$ cat src/rtl/multicycle_subtractor_64_pkg.sv
// Shared constants and FSM state type for the sliced 64-bit subtractor.
package multicycle_subtractor_64_pkg;
  localparam int unsigned DATA_W          = 64;
  localparam int unsigned DEFAULT_SLICE_W = 8;

  typedef enum logic [1:0] {
    IDLE = 2'd0,
    RUN  = 2'd1,
    DONE = 2'd2
  } state_t;
endpackage

$ cat src/rtl/multicycle_subtractor_64_subtract_slice.sv
// Combinational WIDTH-bit ripple-borrow subtract: d = a - b - bin.
module subtract_slice #(
  parameter int unsigned WIDTH = 8
) (
  input  logic [WIDTH-1:0] a,
  input  logic [WIDTH-1:0] b,
  input  logic             bin,
  output logic [WIDTH-1:0] d,
  output logic             bout
);
  logic [WIDTH:0] sum;

  // a + ~b + ~bin; the carry out is the inverted borrow.
  always_comb begin
    sum  = {1'b0, a} + {1'b0, ~b} + {{WIDTH{1'b0}}, ~bin};
    d    = sum[WIDTH-1:0];
    bout = ~sum[WIDTH];
  end
endmodule

$ cat src/rtl/multicycle_subtractor_64.sv
// 64-bit subtractor D = A - B - BI, one SLICE_W-bit slice per cycle, valid/ready on both sides.
import multicycle_subtractor_64_pkg::*;

module multicycle_subtractor_64 #(
  parameter int unsigned SLICE_W = DEFAULT_SLICE_W
) (
  input  logic              in_CLK,
  input  logic              in_RST_N,
  input  logic              in_VALID,
  output logic              out_READY,
  input  logic [DATA_W-1:0] in_A,
  input  logic [DATA_W-1:0] in_B,
  input  logic              in_BI,
  output logic              out_VALID,
  input  logic              in_READY,
  output logic [DATA_W-1:0] out_D,
  output logic              out_BO,
  output logic              out_V,
  output logic              out_ZERO
);
  localparam int unsigned N   = DATA_W / SLICE_W;
  localparam int unsigned K_W = (N > 1) ? $clog2(N) : 1;
  localparam logic [K_W-1:0]    K_LAST     = K_W'(N - 1);
  localparam logic [DATA_W-1:0] SLICE_MASK = {DATA_W{1'b1}} >> (DATA_W - SLICE_W);

  state_t            state;
  logic [K_W-1:0]    k;
  logic [DATA_W-1:0] a_r;
  logic [DATA_W-1:0] b_r;
  logic [DATA_W-1:0] d_r;
  logic              borrow;
  logic              ready_r;
  logic              valid_r;
  logic              bo_r;
  logic              v_r;
  logic              zero_r;

  logic [6:0]         shamt;
  logic [SLICE_W-1:0] sa;
  logic [SLICE_W-1:0] sb;
  logic [SLICE_W-1:0] sd;
  logic               sbout;
  logic [DATA_W-1:0]  d_next;

  // Full next difference is formed here so the flags can be taken on the last slice edge.
  always_comb begin
    shamt  = 7'(k) * 7'(SLICE_W);
    sa     = SLICE_W'(a_r >> shamt);
    sb     = SLICE_W'(b_r >> shamt);
    d_next = (d_r & ~(SLICE_MASK << shamt)) | (DATA_W'(sd) << shamt);
  end

  subtract_slice #(.WIDTH(SLICE_W)) u_slice (
    .a    (sa),
    .b    (sb),
    .bin  (borrow),
    .d    (sd),
    .bout (sbout)
  );

  always_ff @(posedge in_CLK or negedge in_RST_N) begin
    if (!in_RST_N) begin
      state   <= IDLE;
      k       <= '0;
      a_r     <= '0;
      b_r     <= '0;
      d_r     <= '0;
      borrow  <= 1'b0;
      ready_r <= 1'b1;
      valid_r <= 1'b0;
      bo_r    <= 1'b0;
      v_r     <= 1'b0;
      zero_r  <= 1'b0;
    end else begin
      case (state)
        IDLE: begin
          if (in_VALID) begin
            a_r     <= in_A;
            b_r     <= in_B;
            borrow  <= in_BI;
            k       <= '0;
            ready_r <= 1'b0;
            state   <= RUN;
          end
        end
        RUN: begin
          d_r    <= d_next;
          borrow <= sbout;
          if (k == K_LAST) begin
            bo_r    <= sbout;
            v_r     <= (a_r[DATA_W-1] != b_r[DATA_W-1]) && (d_next[DATA_W-1] != a_r[DATA_W-1]);
            zero_r  <= (d_next == '0);
            valid_r <= 1'b1;
            state   <= DONE;
          end else begin
            k <= k + K_W'(1);
          end
        end
        DONE: begin
          if (in_READY) begin
            valid_r <= 1'b0;
            ready_r <= 1'b1;
            state   <= IDLE;
          end
        end
        default: state <= IDLE;
      endcase
    end
  end

  assign out_READY = ready_r;
  assign out_VALID = valid_r;
  assign out_D     = d_r;
  assign out_BO    = bo_r;
  assign out_V     = v_r;
  assign out_ZERO  = zero_r;
endmodule

$ cat config.mk
export PLATFORM = sky130hd
export DESIGN_NAME = multicycle_subtractor_64
export DESIGN_NICKNAME = d
export VERILOG_FILES = /design/src/rtl/multicycle_subtractor_64_pkg.sv /design/src/rtl/multicycle_subtractor_64_subtract_slice.sv /design/src/rtl/multicycle_subtractor_64.sv
export SDC_FILE = /design/constraint.sdc
export NUM_CORES = 1
export LEC_CHECK = 0
export CAP_MARGIN = 20
export CORE_MARGIN = 4
export CORE_UTILIZATION = 50
export DETAILED_ROUTE_END_ITERATION = 10
export GPL_TIMING_DRIVEN = 0
export PLACE_DENSITY_LB_ADDON = 0.2
export SLEW_MARGIN = 20
export SYNTH_ARGS = -nofsm -noshare
export SYNTH_HDL_FRONTEND = slang
export SYNTH_SLANG_ARGS = --single-unit
$ cat constraint.sdc
create_clock -name in_CLK -period 5.1 [get_ports in_CLK]
set_input_delay 0.51 -clock in_CLK [delete_from_list [all_inputs] [get_ports in_CLK]]
set_output_delay 0.51 -clock in_CLK [all_outputs]
set_load 0.05 [all_outputs]
==> metrics.txt, run 1 <==
Clock Skew=roughly 17 ps; worst hold path class=primary input to async pin; #FFs+latches synth=203; Syn Nets=898; crit path launch type=flip-flop; Post-DRT Antenna Nets=0; CTS buffer count=22; Setup crit end kind=flip-flop; Syn. warnings=0; CP required=5540 ps; antenna violations before repair=0; worst slew pin tran=approximately 1200 ps; Top FF cell, synth=dfrtp_1; Crit Path Category=flip-flop to flip-flop; final WL=approximately 27000 µm; DRC errors left=0; first-pass GRT wire length=41800 µm; nets@finish=1126; Clock Latency Late Sink=510 ps; all-layer global routing usage=0.243; # rows=50; most used cell, CP=clkbuf_1; count of final setup violators=0; library cells used by synthesis=62; Final Util=0.683; M1 GR Usage=0.321; Die Width=about 150 µm; initial core utilization=0.512; FMAX=0.214 GHz; max incr delay on CP=540 ps; Avg Cell Area, Syn=12.9 µm²; Max transition margin=0.211; Core Region=approximately 19000 µm²; global routing's busiest layer=met2; Worst-path clk slew=approximately 70 ps; Max Cap Viol=0; grt met3 use=0.0463; CP max-delay cell=clkbuf_1; minimum clock period=4670 ps; Final TNS setup=0 ps; arrival time at the worst endpoint=5110 ps; DIE HEIGHT=147 µm; detailed placement HPWL=roughly 20000 µm; post-synthesis cell count=750; CTS tree=built; RSZ-0062 raised after global routing=no; port bufs=roughly 200; setup repair bufs after CTS=0; CTS sink cnt=203; R2R Setup Slk=430 ps; area grow syn2layout=33.4%; DRT iter0 DRCs=466; first drt pass iteration count=5; met2 Track Usage GR=0.410; per-cell routed wire length=21.2 µm; die area=between 20000 and 25000 µm²; vias=roughly 7200; Inserted Diodes=0; share of layout cells above drive strength 1=0.244; outcome=finished, final reports clean; critical path cell sequence=clkbuf_1, buf_2, clkbuf_1, mux4_2, mux2i_1, fa_1, clkbuf_1, a32oi_1, nand4_1, a211o_1, nor4_1, o2111ai_1, nand2_1; sequential share of the synthesized area=0.525; max-slew violations=0; fin crit share=0.916; grt ovf=0; GPL Wtd Cong=0.947; crit path max fanout=10; most frequent cells in the layout=dfrtp_1 (202), clkdlybuf4s50_1 (200), mux2_2 (130), nand2_1 (64), a22o_1 (46); H-Tree Depth=1; largest net degree at the start of global routing=95; Ports=around 200; synthesized area=9680 µm²; CTS Root Cell=clkbuf_16; hold slack=approximately 440 ps; most common cell after layout, fill and taps aside=dfrtp_1; Final Hold Viols=0; post-DR vias/cell=between 5 and 6; clk buf depth=3; number of global-route vias before repair=7607; post-synthesis async set-or-reset flop share=1.00; EDFF count, synth=0
## synth_stat cells (2+ instances only)
cell type  instances  area, µm²
mux4_2            32        721
a22o_1            46        403
buf_1              7       26.3
nand4_1            3       18.8
fa_1               2       40.0
and4b_1            2       20.0
a32oi_1            3       26.3
inv_2              3       11.3
a211o_1            3       26.3
o2111ai_1          2       17.5
nor2b_1            7       43.8
dfrtp_1          202       5050
buf_2             22        110
a21o_1             3       22.5
clkbuf_1          15       56.3
buf_6              4       45.0
and3_1             2       12.5
o21ai_1            2       10.0
ha_1              13        163
a31oi_1            3       18.8
o211ai_1           4       30.0
mux2_2           130       1460
nand2_1           64        240
nor4_1             8       50.1
inv_1             10       37.5
nand2b_1           8       50.1
nor3_1            12       60.1
o22ai_1            6       37.5
xor2_1             2       17.5
nand4b_1           2       17.5
a21oi_1           23        115
xnor2_1            3       26.3
o31ai_1            2       15.0
o21a_1             3       22.5
mux2i_1           11        110
o21ai_0           22        110
nand3_1           11       55.1
nor2_1            26       97.6
nand3b_1           4       30.0
## worst max-delay path, delay by kind of cell (launching register included)
kind	cells	cell delay, ps
multiplexers	2	800
adder cells (fa/ha/maj)	1	530
AND/OR/NAND/NOR	3	580
AO/OA/AOI/OAI	3	730
flip-flops	1	390
buffers and inverters	4	1560
## sequential cells by signal (all words and copies together) (netlist names)
name       cells
a_r           64
b_r           64
out_D         64
k              3
state          2
borrow         1
out_BO         1
out_READY      1
out_V          1
out_VALID      1
out_ZERO       1
## per-layer routing
metal	vias to the layer above	share of wire
met2	287	0.49
met1	3564	0.41
met5	-	0
li1	3253	-
met4	0	0.031
met3	64	0.065
## path summary, 6_finish.rpt
path / start / endpoint / cells after the start
worst max-delay path: k[1]$_DFFE_PN0P_ / out_ZERO$_DFFE_PN0P_ / 13
worst min-delay path: in_RST_N / out_BO$_DFFE_PN0P_ / 2
worst max register to register: k[1]$_DFFE_PN0P_ / out_ZERO$_DFFE_PN0P_ / 13
worst min register to register: out_ZERO$_DFFE_PN0P_ / out_ZERO$_DFFE_PN0P_ / 2
max in group asynchronous: in_RST_N / a_r[26]$_DFFE_PN0P_ / 3
min in group in_CLK: out_ZERO$_DFFE_PN0P_ / out_ZERO$_DFFE_PN0P_ / 2
## cells by family (layout without fill, tap and decap cells)
| family | after synthesis | after routing | synth area share |
|---|---|---|---|
| buf+inv | 61 | 305 | 0.0296 |
| mux | 173 | 173 | 0.237 |
| xor+xnor | 5 | 5 | 0.00453 |
| flops | 203 | 203 | 0.525 |
| fa+ha+maj | 15 | 15 | 0.0209 |
| compound gates | 138 | 138 | 0.106 |
| simple gates | 155 | 155 | 0.0765 |
## per-stage QoR
stage | cells | worst slack [ps] | instance area, µm²
after floorplan | 750 | 1250 | 9680
after global placement | 1211 | -4900 | 12000
after detailed placement | 1213 | 221 | 12100
after CTS | 1254 | 202 | 12900
after global routing | 1254 | 115 | 12900
final | 1254 | 430 | 12900
## cell type report
class	instances	area [µm²]
fill	1449	5980
multi-input combinational	486	4330
tap	260	325
buffer	48	240
inverter	13	48.8
clock buffer	34	697
timing repair buffer	204	2080
sequential	203	5080
clock inverter	6	110
## timing repair
item / CTS / global route
hold buffers: 1 / 0
endpoints found under the hold margin: 20 / 0
setup endpoints to repair: 0 / 1
gates resized for setup: 0 / 3
Power of run 1 is left out: the tool's default activity adds up to more than one toggle a clock period on the data nets, which glitch-free logic cannot reach.
==> inputs of run 2 (changes only) <==
CAP_MARGIN = default   (was 20)
==> results of run 2 <==
No change in the layout: final DEF, timing and power equal those of run 1.
Power of run 2 is left out for the same reason.
